**config.mk**
```make
export PLATFORM = sky130hd
export DESIGN_NAME = phase_seq
export DESIGN_NICKNAME = d
export VERILOG_FILES = /design/src/rtl/phase_seq_pkg.sv /design/src/rtl/onehot_enc.sv /design/src/rtl/phase_seq.sv
export SDC_FILE = /design/constraint.sdc
export NUM_CORES = 1
export LEC_CHECK = 0
export CAP_MARGIN = 10
export CORE_ASPECT_RATIO = 0.9
export CORE_MARGIN = 3
export CORE_UTILIZATION = 51
export CTS_BUF_LIST = sky130_fd_sc_hd__clkbuf_4
export CTS_CLUSTER_DIAMETER = 150
export DETAILED_ROUTE_END_ITERATION = 6
export PLACE_DENSITY = 0.83
export SYNTH_ARGS = -nofsm -noshare
export SYNTH_HDL_FRONTEND = slang
export SYNTH_SLANG_ARGS = --single-unit
export TNS_END_PERCENT = 50
```
**constraint.sdc**
```tcl
create_clock -name CLK -period 6.3 [get_ports CLK]
set_input_delay 0.63 -clock CLK [delete_from_list [all_inputs] [get_ports CLK]]
set_output_delay 0.63 -clock CLK [all_outputs]
set_load 0.02 [all_outputs]
```
**src/rtl/phase_seq_pkg.sv**
```systemverilog
// Shared constants and width helper for the phase sequencer.
package phase_seq_pkg;

  localparam int unsigned NPHASE_DEF = 4;
  localparam int unsigned CNTW_DEF   = 16;

  // Width of a binary phase index; never narrower than one bit.
  function automatic int unsigned calc_pw(input int unsigned n);
    return (n <= 2) ? 1 : $clog2(n);
  endfunction

endpackage

```
**src/rtl/onehot_enc.sv**
```systemverilog
// One-hot to binary encoder; an all-zero input encodes to 0.
module onehot_enc #(
  parameter int unsigned N = 4,
  parameter int unsigned W = 2
) (
  input  logic [N-1:0] onehot_i,
  output logic [W-1:0] bin_o
);

  always_comb begin
    bin_o = '0;
    for (int unsigned i = 0; i < N; i++) begin
      if (onehot_i[i]) begin
        bin_o = bin_o | W'(i);
      end
    end
  end

endmodule

```
**src/rtl/phase_seq.sv**
```systemverilog
// One-hot CPU phase sequencer with stall, stop, single-step, abort and a
// retired-instruction counter.
module phase_seq
  import phase_seq_pkg::*;
#(
  parameter  int unsigned NPHASE = NPHASE_DEF,
  parameter  int unsigned CNTW   = CNTW_DEF,
  localparam int unsigned PW     = calc_pw(NPHASE)
) (
  input  logic              CLK,
  input  logic              RST,
  input  logic              start,
  input  logic              stop,
  input  logic              stall,
  input  logic              step_mode,
  input  logic              abort,
  output logic [NPHASE-1:0] q,
  output logic [PW-1:0]     phase_idx,
  output logic              busy,
  output logic              retire,
  output logic              stop_pend,
  output logic [CNTW-1:0]   instr_cnt
);

  logic [NPHASE-1:0] q_q, q_d;
  logic              stop_pend_q, stop_pend_d;
  logic [CNTW-1:0]   cnt_q, cnt_d;

  logic              q_legal;
  logic              idle;
  logic              last;
  logic [NPHASE-1:0] enc_in;

  // At most one bit set; anything else is treated as corrupted state.
  assign q_legal = (q_q & (q_q - NPHASE'(1))) == '0;
  assign idle    = (q_q == '0);
  assign last    = q_q[NPHASE-1] & q_legal;

  assign retire    = last & ~stall & ~abort & ~RST;
  assign busy      = ~idle & ~RST;
  assign q         = q_q;
  assign stop_pend = stop_pend_q;
  assign instr_cnt = cnt_q;
  assign enc_in    = RST ? '0 : q_q;

  onehot_enc #(
    .N (NPHASE),
    .W (PW)
  ) u_enc (
    .onehot_i (enc_in),
    .bin_o    (phase_idx)
  );

  always_comb begin
    q_d         = q_q;
    stop_pend_d = stop_pend_q;
    cnt_d       = cnt_q;
    if (!q_legal) begin
      q_d         = '0;
      stop_pend_d = 1'b0;
    end else if (idle) begin
      // abort in idle also swallows a coincident start
      if (start && !abort) begin
        q_d = NPHASE'(1);
      end
    end else if (abort) begin
      q_d         = '0;
      stop_pend_d = 1'b0;
    end else begin
      if (stop) begin
        stop_pend_d = 1'b1;
      end
      if (!stall) begin
        if (last) begin
          cnt_d = cnt_q + CNTW'(1);
          if (stop || stop_pend_q || step_mode) begin
            q_d         = '0;
            stop_pend_d = 1'b0;
          end else begin
            q_d = NPHASE'(1);
          end
        end else begin
          q_d = q_q << 1;
        end
      end
    end
  end

  always_ff @(posedge CLK) begin
    if (RST) begin
      q_q         <= '0;
      stop_pend_q <= 1'b0;
      cnt_q       <= '0;
    end else begin
      q_q         <= q_d;
      stop_pend_q <= stop_pend_d;
      cnt_q       <= cnt_d;
    end
  end

endmodule

```
==> run_results.csv, run 1 <==
group,metric,value,unit
logic_synthesis,syn_inst,119,
cts,clock_sinks,21,
logic_synthesis,synth.cell_area,1040,µm²
cts,cts.htree.levels,1,
layout,num_antenna_cells,0,
cts,cts.repair.resized,0,
setup_path,cp_max_fo,9,
layout,layout.nets,156,
place,total_of_buffers_placed_on_input_and_output_ports,31,
setup_path,slowest_stage,"sky130_fd_sc_hd__clkdlybuf4s50_1",
route,route.detailed.vias_per_inst,5.77,
grt,antenna_violations_before_repair,0,
route,wl_per_cell,13.9,µm
setup_path,critPathLaunchType,"input pin",
setup_path,timing.critical_path.buf_inv,2,
setup_path,timing.critical_path.required,5670,ps
place,place.detailed.hpwl,1.73,mm
floorplanning,die_w,53.6,µm
logic_synthesis,post_synth_edffs,0,
logic_synthesis,yosysTopAreaCell,"sky130_fd_sc_hd__dfxtp_1",
route,finalWirelength,2.38,mm
timing,hold_viol,0,
logic_synthesis,ys_types,36,
floorplanning,die-area,2620,µm²
grt,first_global_vias,836,
timing,relSlewSlack,47.7,%
cts,post-cts-setup-buffers,0,
logic_synthesis,synth-main-ff-cell,"sky130_fd_sc_hd__dfxtp_1",
logic_synthesis,mappedNetlistNets,127,
timing,worst_pin_slew,782,ps
grt,grt_max_degree,23,
timing,rsz0062_at_grt,"no",
logic_synthesis,synth_top_area_share,40.4,%
layout,area_growth_syn_to_layout,32.0,%
timing,timing_max_transition_violations_final,0,
timing,timing.fmax,314,MHz
logic_synthesis,ys_seq_area_share,40.4,%
grt,grt_first_pass_wirelength,4.03,mm
logic_synthesis,synth_warnings,0,
setup_path,timing_worst_setup_path_type,"in -> out",
run,drv_cap,0,
setup_path,timing.critical_path.mode_cell,"sky130_fd_sc_hd__clkdlybuf4s50_1",
route,detailedRoute.firstIterationViolations,30,
grt,globalRoute.totalOverflow,0,
cts,cts_buffers,3,
setup_path,reg2reg_slack,4080,ps
place,dp_slack,3110,ps
cts,clk_transition_reported_paths,110,ps
floorplanning,design.portCount,32,
logic_synthesis,async_flop_share,0,%
floorplanning,placeableCoreArea,1790,µm²
grt,gr-usage-all-layers,20.1,%
cts,tritoncts_clock_tree,"yes",
setup_path,path_cells,"clkdlybuf4s50_1, nor3b_1, nand2_1, nor2_1, clkdlybuf4s50_1",
cts,clk_latency,300,ps
setup_path,slowest_delay,630,ps
hold_path,min-delay-path-class,"reg -> reg",
place,postPlaceCellArea,1340,µm²
timing,fin_crit,3190,ps
route,postRouteAntennaNets,0,
floorplanning,floorplan.die.height,48.8,µm
timing,setup_slack,3110,ps
route,via_count,987,
logic_synthesis,synth.top_cells.by_area,"sky130_fd_sc_hd__dfxtp_1 40%, sky130_fd_sc_hd__nor2_1 6.1%, sky130_fd_sc_hd__xor2_1 5.1%",
setup_path,critPathCaptureType,"output port",
cts,clock_tree.buffer_depth,2,
layout,stdcell_area,1370,µm²
timing,skew,1.18,ps
hold_path,hold_start,"instr_cnt[15]",
cts,clock-root-buffer,"sky130_fd_sc_hd__clkbuf_4",
route,drt_drc_violations_left,0,
logic_synthesis,flip_flop_and_latch_count_after_synthesis,21,
power,leakagePower,0.000451,µW
timing,setup_viol,0,
route,drtPass1Iterations,4,
timing,final_min_period_over_clock_period,50.6,%
power,ir_drop,0.114,mV
setup_path,worstReg2RegStart,"q[3]",
outcome,outcome,"finished clean",
setup_path,cp_top_family,"buffers and inverters",
place,gp_routability_congestion,0.739,
logic_synthesis,synthesis.area_per_instance,8.74,µm²
cts,hold_buffers,0,
timing,timing.setup.tns,0,ps
setup_path,worst-endpoint-arrival,2560,ps
layout,drive_gt1_share,5.44,%
power,p_per_area,160,nW/µm²
setup_path,worstSetupStartpoint,"stall",
floorplanning,initial_core_util,58.2,%
floorplanning,floorplan.rows,14,
-- registers in the layout (all words and copies together), names as in the netlist --
register,flops
instr_cnt,16
stop_pend,1
q,4
-- layer usage --
| layer | global-route usage (%) | vias to the layer above | routed length, µm |
|---|---|---|---|
| li1 | - | 496 | - |
| met1 | 29.6 | 450 | 1140 |
| met2 | 27.8 | 36 | 1050 |
| met3 | 6.12 | 5 | 161 |
| met4 | 5.96 | 0 | 31 |
| met5 | 0 | - | 0 |
-- area by class of cell --
class | instances | area, µm²
inverters | 2 | 7.51
clock buffers | 4 | 30.0
fillers | 134 | 414
well taps | 24 | 30.0
flip-flops and latches | 21 | 420
multi-input cells | 89 | 574
repair buffers | 31 | 310
-- layout by cell type (no fill, tap or decap) --
cell	n
sky130_fd_sc_hd__nor2b_1	1
sky130_fd_sc_hd__ha_1	1
sky130_fd_sc_hd__maj3_1	1
sky130_fd_sc_hd__o31ai_1	5
sky130_fd_sc_hd__xnor2_1	2
sky130_fd_sc_hd__or3_4	1
sky130_fd_sc_hd__a22oi_1	1
sky130_fd_sc_hd__a2111o_1	1
sky130_fd_sc_hd__mux2i_1	3
sky130_fd_sc_hd__clkbuf_4	4
sky130_fd_sc_hd__a21oi_1	9
sky130_fd_sc_hd__nor4_1	2
sky130_fd_sc_hd__nor2_1	17
sky130_fd_sc_hd__or3_1	3
sky130_fd_sc_hd__and3_1	1
sky130_fd_sc_hd__or2_2	1
sky130_fd_sc_hd__nand2_1	5
sky130_fd_sc_hd__clkdlybuf4s50_1	31
sky130_fd_sc_hd__inv_1	2
sky130_fd_sc_hd__nand3_1	7
sky130_fd_sc_hd__and4_1	1
sky130_fd_sc_hd__mux2_2	1
sky130_fd_sc_hd__or4_1	6
sky130_fd_sc_hd__a221o_1	1
sky130_fd_sc_hd__nor3b_1	1
sky130_fd_sc_hd__nor3_1	1
sky130_fd_sc_hd__o21ai_0	2
sky130_fd_sc_hd__o21bai_1	1
sky130_fd_sc_hd__dfxtp_1	21
sky130_fd_sc_hd__or3b_1	1
sky130_fd_sc_hd__a2111oi_0	1
sky130_fd_sc_hd__nand4_1	3
sky130_fd_sc_hd__nor4b_1	2
sky130_fd_sc_hd__and4bb_2	1
sky130_fd_sc_hd__xor2_1	6
-- per-stage QoR --
| stage | cells | utilization, % | total power [µW] | hold WS, ps |
|---|---|---|---|---|
| 6_report | 171 | 76.8 | 219 | 494 |
| 5_1_grt | 171 | 76.8 | 228 | 527 |
| 4_1_cts | 171 | 76.8 | 221 | 496 |
| 3_5_place_dp | 167 | 75.1 | 153 | 480 |
| 3_3_place_gp | 167 | 75.1 | 153 | 459 |
| 2_1_floorplan | 119 | - | 146 | 551 |
-- cell usage after synthesis (all sizes together), types with 2 or more instances --
library cell / n
mux2i: 3
nor2: 17
nor4: 2
o21ai: 2
nand3: 7
buf: 4
o31ai: 5
or4: 6
inv: 2
nand2: 5
nand4: 3
nor4b: 2
xnor2: 2
a21oi: 9
xor2: 6
clkbuf: 3
dfxtp: 21
or3: 4
-- power breakdown --
part | leakage, µW | switching, µW | internal, µW | total (µW)
logic | 0.000263 | 8.25 | 7.76 | 16.0
clock network | 0.0000184 | 39.9 | 29.0 | 68.9
registers | 0.000169 | 0.988 | 133 | 134
-- path summary, 6_finish.rpt --
kind                                      end  cells after the start
worst max-delay path                   retire                      5
worst min-delay path            instr_cnt[15]                      2
worst max register to register  instr_cnt[12]                      4
worst min register to register  instr_cnt[15]                      2
-- logic make-up after synthesis --
group,share of synthesized area (%)
simple gates,29.1
compound gates,13.2
flops,40.4
buf+inv,4.33
xor+xnor,6.74
mux,3.97
fa+ha+maj,2.17
-- worst reg2reg max path, cell delays in order, from the launching register on --
cell and delay (ps):
sky130_fd_sc_hd__dfxtp_1 550, sky130_fd_sc_hd__nor4b_1 620, sky130_fd_sc_hd__nand2_1 280, sky130_fd_sc_hd__or4_1 560
sky130_fd_sc_hd__a21oi_1 140
(Power assumes the default switching activity.)
==> run 2, diff against run 1 <==
CORE_UTILIZATION = 43   (was 51)
PLACE_DENSITY = 0.74   (was 0.83)
clock period = 2.92 ns   (was 6.3 ns; I/O delays follow)
==> run 2 against run 1 <==
Effect of this change:
- critical endpoint unchanged
- clock power grew 110%
- highest routed layer unchanged
- wire length shrank 1.3%
- largest cell class unchanged
- clock skew grew 6.3 ps
- total power grew 120%
- sequential share of layout area shrank 0.41 points
- count of clock-buffer cells in the layout is the same
==> run_results.csv, run 2 (synthesis results as in run 1) <==
group,metric,value,unit
route,via_count,978,
floorplanning,placeableCoreArea,2240,µm²
setup_path,timing.critical_path.mode_cell,"sky130_fd_sc_hd__clkdlybuf4s50_1",
timing,worst_pin_slew,499,ps
route,finalWirelength,2.35,mm
setup_path,slowest_stage,"sky130_fd_sc_hd__clkdlybuf4s50_1",
layout,combined_area_of_the_multi_input_logic_cells,574,µm²
cts,post-cts-setup-buffers,0,
setup_path,critPathLaunchType,"input pin",
layout,num_antenna_cells,0,
setup_path,critPathCaptureType,"output port",
cts,tritoncts_clock_tree,"yes",
cts,clk_transition_reported_paths,110,ps
floorplanning,die_w,57.8,µm
cts,cts.htree.levels,1,
timing,hold_viol,0,
cts,cts.repair.resized,0,
route,drtPass1Iterations,4,
place,place.detailed.hpwl,1.75,mm
grt,gr-usage-all-layers,18.2,%
cts,clk_latency,300,ps
power,p_per_area,339,nW/µm²
setup_path,worst-endpoint-arrival,2160,ps
layout,largest_register_ffs,16,
setup_path,path_cells,"clkdlybuf4s50_1, nor3b_1, nand2_1, nor2_1, clkdlybuf4s50_1",
route,detailedRoute.firstIterationViolations,23,
timing,relSlewSlack,66.7,%
cts,clock_tree.buffer_depth,2,
route,drt_drc_violations_left,0,
grt,globalRoute.totalOverflow,0,
power,ir_drop,0.203,mV
timing,setup_viol,0,
setup_path,slowest_delay,620,ps
outcome,outcome,"finished clean",
layout,area_growth_syn_to_layout,33.8,%
layout,layout.cells.most_common_list,"31 x sky130_fd_sc_hd__clkdlybuf4s50_1, 21 x sky130_fd_sc_hd__dfxtp_1, 17 x sky130_fd_sc_hd__nor2_1",
floorplanning,initial_core_util,46.4,%
cts,cts_buffers,3,
grt,first_global_vias,990,
route,wl_per_cell,13.3,µm
setup_path,timing.critical_path.buf_inv,2,
timing,fin_crit,2450,ps
place,total_of_buffers_placed_on_input_and_output_ports,31,
power,leakagePower,0.000461,µW
layout,drive_gt1_share,6.71,%
grt,grt_first_pass_wirelength,4.36,mm
layout,final.fill_count,219,
place,dp_cells,172,
route,postRouteAntennaNets,0,
floorplanning,floorplan.die.height,52.7,µm
cts,clock-root-buffer,"sky130_fd_sc_hd__clkbuf_4",
grt,antenna_violations_before_repair,0,
layout,layout.nets,158,
setup_path,cp_max_fo,9,
timing,rsz0062_at_grt,"no",
timing,timing.fmax,409,MHz
layout,finish.utilization,62.1,%
cts,clock_sinks,21,
setup_path,timing_worst_setup_path_type,"in -> out",
timing,timing.setup.tns,0,ps
run,drv_cap,0,
timing,final_min_period_over_clock_period,83.8,%
route,route.detailed.vias_per_inst,5.56,
grt,grt_max_degree,14,
layout,stdcell_count,176,
hold_path,min-delay-path-class,"reg -> reg",
layout,sequential_cell_area,420,µm²
cts,hold_buffers,0,
timing,timing_max_transition_violations_final,0,
floorplanning,design.portCount,32,
place,gp_routability_congestion,0.757,
floorplanning,floorplan.rows,16,
setup_path,cp_top_family,"buffers and inverters",
floorplanning,die-area,3050,µm²
timing,skew,7.44,ps
setup_path,timing.critical_path.required,2630,ps
layout,layout_commonest_cell,"sky130_fd_sc_hd__clkdlybuf4s50_1",
run 2: cell count changes in the layout (fill, tap and decap cells not counted):
cell                    change
sky130_fd_sc_hd__buf_4      +2
run 2: metrics by stage:
step	setup WS, ps	total power (µW)	area, µm²	hold WS, ps
after CTS	462	477	1390	491
final	472	472	1390	491
after detailed placement	391	332	1360	473
after global routing	306	492	1390	519
after global placement	426	331	1360	462
after floorplan	796	315	1040	375
run 2: path summary, 6_finish.rpt:
| kind | cells past startpoint | from | endpoint | slack [ps] |
|---|---|---|---|---|
| max reg2reg | 4 | q[3] | instr_cnt[15] | 780 |
| min | 2 | instr_cnt[15] | instr_cnt[15] | 490 |
| max | 5 | stall | retire | 470 |
| min reg2reg | 2 | instr_cnt[15] | instr_cnt[15] | 490 |
run 2: tightest hold or removal path, stage by stage, from the launching register on:
cell and delay (ps):
sky130_fd_sc_hd__dfxtp_1 340, sky130_fd_sc_hd__o31ai_1 60, sky130_fd_sc_hd__a21oi_1 60
run 2: area by class of cell:
cell class                      instances  area share [%]
Tap cell                               27            2.43
Inverter                                2           0.540
Timing Repair Buffer                   33            23.4
Clock buffer                            4            2.16
Sequential cell                        21            30.2
Multi-Input combinational cell         89            41.3
run 2: routing by layer:
| metal | vias to the layer above | track usage [%] | share of wire (%) |
|---|---|---|---|
| li1 | 503 | - | - |
| met1 | 444 | 23.2 | 50 |
| met2 | 29 | 30.8 | 45 |
| met3 | 2 | 3.20 | 5.0 |
| met4 | 0 | 5.79 | 0.51 |
| met5 | - | 0 | 0 |
run 2: report_power, final:
| group | leakage (µW) | switching (µW) | internal (µW) | total (µW) |
|---|---|---|---|---|
| sequential | 0.000169 | 2.19 | 288 | 290 |
| clock | 0.0000184 | 84.4 | 62.4 | 147 |
| combinational | 0.000273 | 17.6 | 17.6 | 35.2 |
| total | 0.000461 | 104 | 368 | 472 |
==> run 3, diff against run 2 <==
CORE_UTILIZATION = 47   (was 43)
PLACE_DENSITY = 0.77   (was 0.74)
clock period = 2.4 ns   (was 2.92 ns; I/O delays follow)
==> run 3 against run 2 <==
Effect of this change:
- worst setup slack worse by 300 ps
- count of clock-buffer cells in the layout fell by 1
- sequential cell count stayed put
- sequential share of layout area shrank 0.47 points
- combinational power rose by 34%
- highest routed layer unchanged
- register-to-register slack worse by 420 ps
- core utilization up 8.5 points
- total power rose by 21%
- sequential power increased by 22%
- first-iteration DRC count down 4.3%
- design area rose by 1.9%
- global-route usage rose by 0.96 points
==> run_results.csv, run 3 (synthesis results as in run 1) <==
group,metric,value,unit
outcome,outcome,"finished clean",
floorplanning,initial_core_util,51.8,%
cts,post-cts-setup-buffers,0,
timing,timing.fmax,448,MHz
layout,layout.cells.most_common_list,"31 x sky130_fd_sc_hd__clkdlybuf4s50_1, 20 x sky130_fd_sc_hd__dfxtp_1, 17 x sky130_fd_sc_hd__nor2_1",
floorplanning,floorplan.rows,15,
timing,setup_viol,0,
setup_path,timing_worst_setup_path_type,"reg -> out",
route,drt_drc_violations_left,0,
place,postPlaceCellArea,1390,µm²
cts,clk_latency,310,ps
setup_path,cp_max_fo,12,
cts,cts_buffers,3,
setup_path,timing.critical_path.buf_inv,1,
setup_path,critPathLaunchType,"register",
timing,worst_pin_slew,521,ps
cts,hold_buffers,0,
layout,stdcell_area,1420,µm²
floorplanning,die_w,55.6,µm
place,gp_routability_congestion,0.801,
layout,finish.utilization,70.6,%
grt,first_global_vias,992,
place,total_of_buffers_placed_on_input_and_output_ports,31,
route,postRouteAntennaNets,0,
timing,rsz0062_at_grt,"no",
route,route.detailed.vias_per_inst,5.74,
cts,cts.repair.resized,0,
timing,skew,12.0,ps
floorplanning,floorplan.die.height,50.6,µm
cts,clk_transition_reported_paths,110,ps
layout,num_antenna_cells,0,
floorplanning,die-area,2810,µm²
layout,layout_commonest_cell,"sky130_fd_sc_hd__clkdlybuf4s50_1",
run,drv_cap,0,
route,finalWirelength,2.51,mm
timing,relSlewSlack,65.1,%
route,wl_per_cell,14.1,µm
setup_path,cp_top_family,"buffers and inverters",
setup_path,worst-endpoint-arrival,1990,ps
route,drtPass1Iterations,4,
setup_path,slowest_delay,620,ps
timing,fin_crit,2230,ps
grt,antenna_violations_before_repair,0,
timing,timing.setup.tns,0,ps
timing,setup_slack,169,ps
floorplanning,placeableCoreArea,2010,µm²
place,place.detailed.hpwl,1.90,mm
timing,timing_max_transition_violations_final,0,
power,p_per_area,402,nW/µm²
grt,gr-usage-all-layers,19.1,%
grt,grt_first_pass_wirelength,4.39,mm
timing,hold_viol,0,
grt,grt_max_degree,15,
cts,clock_tree.buffer_depth,2,
route,via_count,1022,
setup_path,slowest_stage,"sky130_fd_sc_hd__clkdlybuf4s50_1",
layout,area_growth_syn_to_layout,36.3,%
place,dp_slack,56.6,ps
setup_path,path_cells,"nor3b_1, nand2_1, nor2_1, clkdlybuf4s50_1",
cts,tritoncts_clock_tree,"yes",
layout,drive_gt1_share,9.80,%
hold_path,min-delay-path-class,"reg -> reg",
layout,layout.nets,162,
cts,clock-root-buffer,"sky130_fd_sc_hd__clkbuf_4",
cts,cts.htree.levels,1,
grt,globalRoute.totalOverflow,0,
route,detailedRoute.firstIterationViolations,22,
setup_path,critPathCaptureType,"output port",
floorplanning,design.portCount,32,
power,leakagePower,0.000480,µW
setup_path,timing.critical_path.required,2160,ps
power,ir_drop,0.455,mV
cts,clock_sinks,21,
timing,final_min_period_over_clock_period,93.0,%
layout,largest_register_ffs,16,
[run 3: changes by cell type in the layout (fill, tap and decap cells not counted)]
cell / delta
sky130_fd_sc_hd__buf_4: +4
sky130_fd_sc_hd__clkbuf_4: -1
sky130_fd_sc_hd__clkinv_2: +1
sky130_fd_sc_hd__dfxtp_1: -1
sky130_fd_sc_hd__dfxtp_2: +1
[run 3: cell type report]
| type | count | area (µm²) |
|---|---|---|
| fill | 171 | 591 |
| multi-input combinational | 89 | 574 |
| sequential | 21 | 422 |
| timing repair buffer | 37 | 355 |
| tap | 25 | 31.3 |
| clock buffer | 3 | 22.5 |
| inverter | 2 | 7.51 |
| clock inverter | 1 | 5.00 |
[run 3: path summary, 6_finish.rpt]
check                     start       endpoint  slack, ps  cells after the start
hold / removal    instr_cnt[15]  instr_cnt[15]        490                      2
setup reg to reg           q[3]  instr_cnt[13]        360                      4
hold reg to reg   instr_cnt[15]  instr_cnt[15]        490                      2
setup / recovery           q[3]         retire        170                      4
[run 3: where the power goes]
part	switching, µW	internal, µW	leakage, µW
clock network	107	62.3	0.0000177
logic	22.5	24.7	0.000293
registers	2.81	350	0.000170
[run 3: worst register-to-register path, stage by stage (launching register included)]
cell and delay (ps):
sky130_fd_sc_hd__dfxtp_2 460, sky130_fd_sc_hd__or3b_1 410, sky130_fd_sc_hd__or3_4 430, sky130_fd_sc_hd__or4_1 520
sky130_fd_sc_hd__a21oi_1 150
[run 3: metrics by stage]
step,std cells,total power [µW],hold WS (ps)
after floorplan,119,383,323
after global placement,174,407,467
after detailed placement,174,408,474
after CTS,178,575,491
after global routing,178,592,523
final,178,570,489
[run 3: metal layers]
metal / vias to the layer above / GRT usage [%] / wire length (µm)
li1: 506 / - / -
met5: - / 0 / 0
met3: 4 / 4.88 / 148
met4: 0 / 3.24 / 15
met2: 26 / 33.9 / 1180
met1: 486 / 23.7 / 1160
